<file path="src/rtl/piece_bag_generator_pkg.sv">
// Shared piece codes, bag constants and small helpers for the 7-bag piece generator.
package tetris_pkg;

  localparam int unsigned NUM_PIECES = 7;
  localparam int unsigned PIECE_W    = 3;
  localparam logic [3:0]  REJ_LIMIT  = 4'd8;

  typedef enum logic [PIECE_W-1:0] {
    PIECE_I = 3'd0,
    PIECE_O = 3'd1,
    PIECE_T = 3'd2,
    PIECE_S = 3'd3,
    PIECE_Z = 3'd4,
    PIECE_J = 3'd5,
    PIECE_L = 3'd6
  } piece_t;

  typedef enum logic {
    ST_FILL = 1'b0,
    ST_FULL = 1'b1
  } bag_state_e;

  function automatic piece_t lowest_set(input logic [NUM_PIECES-1:0] m);
    piece_t r;
    r = PIECE_I;
    for (int unsigned i = NUM_PIECES; i > 0; i--) begin
      if (m[i-1]) r = piece_t'(PIECE_W'(i-1));
    end
    return r;
  endfunction

  function automatic logic [PIECE_W-1:0] popcount7(input logic [NUM_PIECES-1:0] m);
    logic [PIECE_W-1:0] n;
    n = '0;
    for (int unsigned i = 0; i < NUM_PIECES; i++) begin
      n = n + {{(PIECE_W-1){1'b0}}, m[i]};
    end
    return n;
  endfunction

endpackage

</file>
<file path="src/rtl/piece_bag_generator_lfsr.sv">
// Right-shifting Galois LFSR with loadable state; an all-zero seed or load value becomes 1.
module lfsr_galois #(
  parameter int unsigned     W    = 16,
  parameter logic [W-1:0]    TAPS = 16'hB400,
  parameter logic [W-1:0]    SEED = {{(W-1){1'b0}}, 1'b1}
) (
  input  logic         clk,
  input  logic         nreset,
  input  logic         load,
  input  logic [W-1:0] load_val,
  output logic [W-1:0] state
);

  localparam logic [W-1:0] ONE        = {{(W-1){1'b0}}, 1'b1};
  localparam logic [W-1:0] RESET_VAL  = (SEED == '0) ? ONE : SEED;

  logic [W-1:0] state_q, state_d;

  always_comb begin
    state_d = state_q[0] ? ((state_q >> 1) ^ TAPS) : (state_q >> 1);
    if (load) begin
      state_d = (load_val == '0) ? ONE : load_val;
    end
  end

  always_ff @(posedge clk) begin
    if (!nreset) begin
      state_q <= RESET_VAL;
    end else begin
      state_q <= state_d;
    end
  end

  assign state = state_q;

endmodule

</file>
<file path="src/rtl/piece_bag_generator.sv">
// 7-bag Tetris piece generator with a PREVIEW+1 deep lookahead queue and pop handshake.
module piece_bag_generator #(
  parameter int unsigned           LFSR_W  = 16,
  parameter logic [LFSR_W-1:0]     TAPS    = 16'hB400,
  parameter logic [LFSR_W-1:0]     SEED    = 16'hACE1,
  parameter int unsigned           PREVIEW = 3
) (
  input  logic                    clk,
  input  logic                    nreset,
  input  logic                    take,
  input  logic                    reseed,
  input  logic [LFSR_W-1:0]       seed,
  output logic                    ready,
  output logic [2:0]              piece,
  output logic [3*PREVIEW-1:0]    preview,
  output logic [2:0]              bag_count
);

  import tetris_pkg::*;

  localparam int unsigned DEPTH = PREVIEW + 1;
  localparam int unsigned CNT_W = $clog2(DEPTH + 1);
  localparam logic [NUM_PIECES-1:0] MASK_ONE = {{(NUM_PIECES-1){1'b0}}, 1'b1};

  bag_state_e             state_q, state_d;
  logic [NUM_PIECES-1:0]  mask_q, mask_d;
  logic [3:0]             rej_q, rej_d;
  logic [CNT_W-1:0]       count_q, count_d;
  logic [PIECE_W-1:0]     bag_count_q, bag_count_d;
  piece_t                 queue_q [DEPTH];
  piece_t                 queue_d [DEPTH];

  logic [LFSR_W-1:0]      lfsr;
  logic [PIECE_W-1:0]     cand;
  logic [NUM_PIECES:0]    avail;
  logic                   pop, draw_en, hit, forced, accept;
  piece_t                 pick;
  logic                   unused_lfsr_hi;

  lfsr_galois #(
    .W    (LFSR_W),
    .TAPS (TAPS),
    .SEED (SEED)
  ) u_lfsr (
    .clk      (clk),
    .nreset   (nreset),
    .load     (reseed),
    .load_val (seed),
    .state    (lfsr)
  );

  assign unused_lfsr_hi = ^lfsr[LFSR_W-1:PIECE_W];

  always_comb begin
    state_d = state_q;
    mask_d  = mask_q;
    rej_d   = rej_q;
    count_d = count_q;
    queue_d = queue_q;

    cand    = lfsr[PIECE_W-1:0];
    avail   = {1'b0, mask_q};
    pop     = take && (state_q == ST_FULL);
    draw_en = (state_q == ST_FILL) || pop;
    hit     = avail[cand];
    forced  = (rej_q == REJ_LIMIT);
    accept  = draw_en && (hit || forced);
    pick    = hit ? piece_t'(cand) : lowest_set(mask_q);

    if (pop) begin
      for (int unsigned i = 0; i + 1 < DEPTH; i++) begin
        queue_d[i] = queue_q[i+1];
      end
      queue_d[DEPTH-1] = PIECE_I;
      count_d = count_q - CNT_W'(1);
    end

    // The tail slot is taken after any pop shift, so a simultaneous pop+draw lands in DEPTH-1.
    if (accept) begin
      for (int unsigned i = 0; i < DEPTH; i++) begin
        if (count_d == CNT_W'(i)) queue_d[i] = pick;
      end
      count_d = count_d + CNT_W'(1);
      mask_d  = mask_q & ~(MASK_ONE << pick);
      if (mask_d == '0) mask_d = '1;
      rej_d   = '0;
    end else if (draw_en) begin
      rej_d = rej_q + 4'd1;
    end

    state_d = (count_d == CNT_W'(DEPTH)) ? ST_FULL : ST_FILL;

    if (reseed) begin
      state_d = ST_FILL;
      mask_d  = '1;
      rej_d   = '0;
      count_d = '0;
      for (int unsigned i = 0; i < DEPTH; i++) begin
        queue_d[i] = PIECE_I;
      end
    end

    bag_count_d = popcount7(mask_d);
  end

  always_ff @(posedge clk) begin
    if (!nreset) begin
      state_q     <= ST_FILL;
      mask_q      <= '1;
      rej_q       <= '0;
      count_q     <= '0;
      bag_count_q <= 3'd7;
      for (int unsigned i = 0; i < DEPTH; i++) begin
        queue_q[i] <= PIECE_I;
      end
    end else begin
      state_q     <= state_d;
      mask_q      <= mask_d;
      rej_q       <= rej_d;
      count_q     <= count_d;
      bag_count_q <= bag_count_d;
      queue_q     <= queue_d;
    end
  end

  assign ready     = (state_q == ST_FULL);
  assign piece     = queue_q[0];
  assign bag_count = bag_count_q;

  always_comb begin
    preview = '0;
    for (int unsigned k = 0; k < PREVIEW; k++) begin
      preview[PIECE_W*k +: PIECE_W] = queue_q[k+1];
    end
  end

endmodule
</file>
<file path="config.mk">
export PLATFORM = sky130hd
export DESIGN_NAME = piece_bag_generator
export DESIGN_NICKNAME = d
export VERILOG_FILES = /design/src/rtl/piece_bag_generator_pkg.sv /design/src/rtl/piece_bag_generator_lfsr.sv /design/src/rtl/piece_bag_generator.sv
export SDC_FILE = /design/constraint.sdc
export NUM_CORES = 1
export LEC_CHECK = 0
export ABC_AREA = 0
export CAP_MARGIN = 15
export CORE_MARGIN = 5
export CORE_UTILIZATION = 56
export CTS_BUF_LIST = sky130_fd_sc_hd__clkbuf_2
export DETAILED_ROUTE_END_ITERATION = 8
export PLACE_DENSITY = 0.85
export SETUP_SLACK_MARGIN = 0.5
export SLEW_MARGIN = 20
export SYNTH_ARGS = -nofsm -noshare
export SYNTH_HDL_FRONTEND = slang
export SYNTH_SLANG_ARGS = --single-unit
</file>
<file path="constraint.sdc">
create_clock -name clk -period 4.9 [get_ports clk]
set_clock_uncertainty 0.05 [all_clocks]
set_input_delay 0.98 -clock clk [delete_from_list [all_inputs] [get_ports clk]]
set_output_delay 0.98 -clock clk [all_outputs]
set_load 0.03 [all_outputs]
</file>
# Yosys cells after proc, flatten, opt, wreduce, memory -nomap -nowiden
# Cells that the tools add are included.
# word_totals
regBits	46
latch_bits	0
ram_bits	0
rom_bits	0
inputBits	20
out_inout_bits	16
memories	0
# classes
add_sub_neg	9
n_mul	0
div_mod_pow	0
n_lt_le_gt_ge	1
n_eq_ne	5
shifts	1
n_mux	25
n_bitwise	5
reduce_logical	9
# op_table
operator	n
$mux W16	3
$mux W3	14
$mux W12	2
$mux W7	3
$logic_not A16 Y1	1
$add A3 B1 Y3	4
$and A7 B7 Y7	1
$logic_not A7 Y1	1
$not A7 Y7	1
$shl A1 B3 Y7 const A	1
$eq A3 B2 Y1 const B	2
$add A4 B1 Y4 const B	1
$eq A4 B4 Y1 const B	1
$lt A3 B4 Y1 const B	1
$not A3 Y4	1
$add A2 B1 Y3	1
$add A3 B1 Y3 const B	1
$bmux W1 S3	1
$eq A3 B1 Y1 const B	1
$eq A3 B3 Y1 const B	1
$logic_not A3 Y1	1
$reduce_or A3 Y1	1
$sub A3 B1 Y3 const B	1
$add A1 B1 Y2	1
5 further kinds	9

# Longest topological paths before layout
# depth
depth_word	21
depth_mapped	16
mapped_depth_nobuf	15

# Hierarchy
# A second synthesis with hierarchy kept.
# hier_totals
cells_unflattened	291
area_unflattened_um2	2591.2
# by_module_without_submodules
mod	instances	cells_each	area_per_inst_um2	seq_area_each_um2
piece_bag_generator	1	229	1916.8	600.6
lfsr_galois	1	62	674.4	320.3

# Worst setup path before layout
# Ideal clock, no wire load.
# synth_path
kind	reg-to-reg
start	register u_lfsr.state_q[0], in the netlist u_lfsr.state[0]
end	register bag_count_q[1], in the netlist bag_count[1]
arrival_time_ps	4094
required_ps	4727
slack_ps	633
path_stages_with_launch	16
period_less_slack_ps	4267
cell_sequence	dfxtp_1 buf_4 nand2b_1 mux4_2 a31oi_1 o21ai_1 a22oi_2 buf_4 o21ai_2 fa_1 inv_1 fa_1 inv_1 fa_1 fa_1 nand2b_1
# synth_via
elab_chain_len	16
# synth_lines
element	line	source
start: declaration	piece_bag_generator_lfsr.sv:17	logic [W-1:0] state_q, state_d;
start signal: assignment	piece_bag_generator_lfsr.sv:30	state_q <= state_d;
$bmux W1 S3	piece_bag_generator.sv:65	hit = avail[cand];
$mux W1 (not written as such)	piece_bag_generator.sv:65	
$mux W3	piece_bag_generator.sv:68	pick = hit ? piece_t'(cand) : lowest_set(mask_q);
$shl A1 B3 Y7	piece_bag_generator.sv:84	mask_d = mask_q & ~(MASK_ONE << pick);
$not A7 Y7	piece_bag_generator.sv:84	
$and A7 B7 Y7	piece_bag_generator.sv:84	
$logic_not A7 Y1	piece_bag_generator.sv:85	if (mask_d == '0) mask_d = '1;
$mux W7	piece_bag_generator.sv:85	
$mux W7 *	piece_bag_generator.sv:79	if (accept) begin
$mux W7 *	piece_bag_generator.sv:93	if (reseed) begin
via mask_d[1]	piece_bag_generator.sv:26	logic [NUM_PIECES-1:0] mask_q, mask_d;
$add A1 B1 Y2 *	piece_bag_generator_pkg.sv:36	n = n + {{(PIECE_W-1){1'b0}}, m[i]};
$add A2 B1 Y3 *	piece_bag_generator_pkg.sv:36	
$add A3 B1 Y3 * (4 in a row)	piece_bag_generator_pkg.sv:36	
via bag_count_d[1]	piece_bag_generator.sv:29	logic [PIECE_W-1:0] bag_count_q, bag_count_d;
end signal: assignment	piece_bag_generator.sv:121	bag_count_q <= bag_count_d;
end: declaration	piece_bag_generator.sv:29	
# The timed path passes the listed nets; every way through them passes the cells marked *. The select of a mux whose other input is x is not followed.
# A chain may end at the register's enable or synchronous reset.

# Final worst setup path
# Same ends and word-level chain as after synthesis.

==> results_dict.tcl <==
set metrics [dict create \
    overflow 0 \
    grt_pass1_vias 2118 \
    holdWs_ns 0.430 \
    synthFlopType "dfxtp_1" \
    rows 24 \
    r2r-end "bag_count[1]$_SDFF_PN1_" \
    synth.distinct_cells 52 \
    instances_no_fill 388 \
    period_minus_slack_ns 4.31 \
    async_flop_share_pct 0 \
    synth_fp_nets 326 \
    endpoint_kind "flip-flop" \
    use_met2_pct 31.1 \
    power_density_nw_per_um2 240 \
    cts_made_buffers 5 \
    max_freq_mhz 232 \
    synthTopCellsByArea "dfxtp_1, mux2i_1, nand2_1" \
    grt_pass1_wl_um 9940 \
    wirelength_um 6450 \
    power.leakage_nw 1.18 \
    core_area_sq_um 4380 \
    cts.path.max_buffers 2 \
    pin_count 36 \
    antenna_found_initial 0 \
    r2r_start "u_lfsr.state[0]$_SDFF_PN1_" \
    root_buffer "clkbuf_2" \
    seq_area_sq_um 943 \
    power_uw 749 \
    gp_congestion 0.965 \
    dp_hpwl_um 4410 \
    status "finished clean" \
    nets 367 \
    dr.pass1.iters 7 \
    ant_nets 0 \
    htree_num_levels 2 \
    place_area_sq_um 2940 \
    hold_start "u_lfsr.state[7]$_SDFF_PN1_" \
    die_area_sq_um 6000 \
    hp-class "flip-flop to flip-flop" \
    wl_per_cell_um 16.6 \
    yosysTopAreaCell "dfxtp_1" \
    period_share_pct 87.9 \
    grt_max_degree 22 \
    multi_input_area_sq_um 1580 \
    path_class "flip-flop to flip-flop" \
    synth_area_sq_um 2550 \
    setup_tns_ns 0 \
    worst_slew_pin_slew_ns 0.743 \
    setup_viol 0 \
    vias 2362 \
    finalWorstSetupSlack_ns 0.595 \
    synth_edf_count 0 \
    vdd_drop_max_mv 0.202 \
    drt_iter0_drc 372 \
    global_route.usage.met1_pct 28.1 \
    rsz0062_at_grt "no" \
    ys_seq_area_share_pct 36.1 \
    crit_required_ns 5.15 \
    cp.arrival_ns 4.56 \
    use_met3_pct 4.05 \
    grtUsageTotal_pct 20.0 \
    initial_utilization_pct 58.1 \
    die_x_um 77.4 \
    post-route-util_pct 71.2 \
    hold_path_depth 2 \
    io_buffers 35 \
    drv_slew 0 \
    cp_max_fo 8 \
    synth-seq-cells 46 \
    clock-sinks 46 \
    reg2reg_slack_ns 0.59 \
    final_cell_area_sq_um 3120 \
    hold_viol 0 \
    syn_inst 294 \
    r2r_cells 13 \
    fill_cells 328 \
    routed_via_density 6.09 \
    hold_end "u_lfsr.state[6]$_SDFF_PN1_" \
    relSlewSlack_pct 50.4 \
    cts_tree "built" \
    post-place-ws_ns 0.127 \
    clk_latency_ns 0.42 \
    ys_warn_count 0 \
    syn_avg_cell_area_sq_um 8.66 \
    clk_pin_slew_ns 0.22 \
    dp.cells 373 \
    die_height_um 77.4 \
    synth_top_area_share_pct 36.1 \
    drive_gt1_share_pct 15.5 \
    antenna_cells 0 \
    drv_cap 0 \
    crit_path_start_kind "flip-flop" \
    drc 0 \
    grt.busiest_layer "met2" \
    syn_to_final_growth_pct 22.6 \
]
layout by cell type (no fill, tap or decap), types with 3 or more instances in the layout:
cell type,n
nor4_1,3
buf_4,12
inv_1,12
o21ai_2,6
nand3_1,13
a311oi_1,9
clkdlybuf4s50_1,35
dfxtp_1,38
nor3_1,4
clkbuf_2,7
nand2_1,36
mux2i_1,14
nor2b_1,9
a31oi_1,7
dfxtp_4,5
o21a_1,4
ha_1,8
fa_1,4
nand2b_1,5
dfxtp_2,3
o211a_1,3
nor2_1,32
o21ai_0,7
a21oi_1,5
xnor2_1,6
xor2_1,3
o21ai_1,6
logic make-up after synthesis:
group / synth area share (%)
compound gates: 20.7
xor+xnor: 3.09
fa+ha+maj: 7.07
buf+inv: 4.57
flops: 36.1
mux: 7.61
simple gates: 20.8
power by group:
part	leakage (nW)	internal (mW)	total (mW)	switching, mW
registers	0.376	0.394	0.410	0.0161
logic	0.770	0.0808	0.183	0.103
clock network	0.0304	0.0351	0.155	0.120
cell usage after synthesis (all sizes together) (5+ instances only):
cell and instances:
o21ai 19, nand2 36, inv 13, xnor2 6
a311oi 9, nor2b 9, nor2 33, nand3 13
ha 8, a21oi 5, clkbuf 10, mux2i 16
dfxtp 46, nand2b 6, a31oi 8
sequential cells by signal (all words and copies together), names as in the netlist:
signal	count
preview	9
u_lfsr.state	16
bag_count	3
ready	1
rej_q	4
mask_q	7
count_q	3
piece	3
worst max-delay path by stage:
stage,from,slack [ns],depth (start not counted),end
global route,mask_q[2]$_SDFF_PN1_,0.44,13,bag_count[1]$_SDFF_PN1_
global placement,u_lfsr.state[0]$_SDFF_PN1_,0.30,13,bag_count[1]$_SDFF_PN1_
CTS,mask_q[2]$_SDFF_PN1_,0.53,14,bag_count[1]$_SDFF_PN1_
detailed placement,u_lfsr.state[0]$_SDFF_PN1_,0.13,13,bag_count[1]$_SDFF_PN1_
finish,u_lfsr.state[0]$_SDFF_PN1_,0.59,13,bag_count[1]$_SDFF_PN1_
floorplan,u_lfsr.state[0]$_SDFF_PN1_,0.63,15,bag_count[1]$_SDFF_PN1_
critical path: stages (launching register included):
cell and delay (ns):
dfxtp_4 0.43, mux2i_2 0.17, mux4_2 0.60, a31oi_4 0.32, a2111oi_4 0.09, o211ai_4 0.36, o21ai_2 0.12, fa_1 0.54
inv_1 0.05, fa_1 0.47, inv_1 0.05, fa_1 0.37, fa_1 0.42, nand2b_1 0.14
area by class of cell:
| type | count | share of cell area [%] |
|---|---|---|
| Sequential cell | 46 | 30.2 |
| Clock inverter | 2 | 0.280 |
| Multi-Input combinational cell | 220 | 50.5 |
| Tap cell | 52 | 2.08 |
| Clock buffer | 6 | 0.962 |
| Inverter | 14 | 1.68 |
| Timing Repair Buffer | 48 | 14.3 |
per-layer routing:
| layer | vias up | share of wire, % | wire length, um |
|---|---|---|---|
| li1 | 1123 | - | - |
| met1 | 1103 | 43 | 2790 |
| met2 | 106 | 48 | 3110 |
| met3 | 30 | 6.3 | 407 |
| met4 | 0 | 2.2 | 140 |
| met5 | - | 0 | 0 |
timing repair:
action / CTS / global route
cloned: 0 / 0
gates resized for setup: 4 / 21
hold buffers: 0 / 0
setup endpoints to repair: 3 / 2
buffers inserted: 0 / 7
pin swaps: 0 / 5
Note: power is estimated with default switching activity, not from simulation.
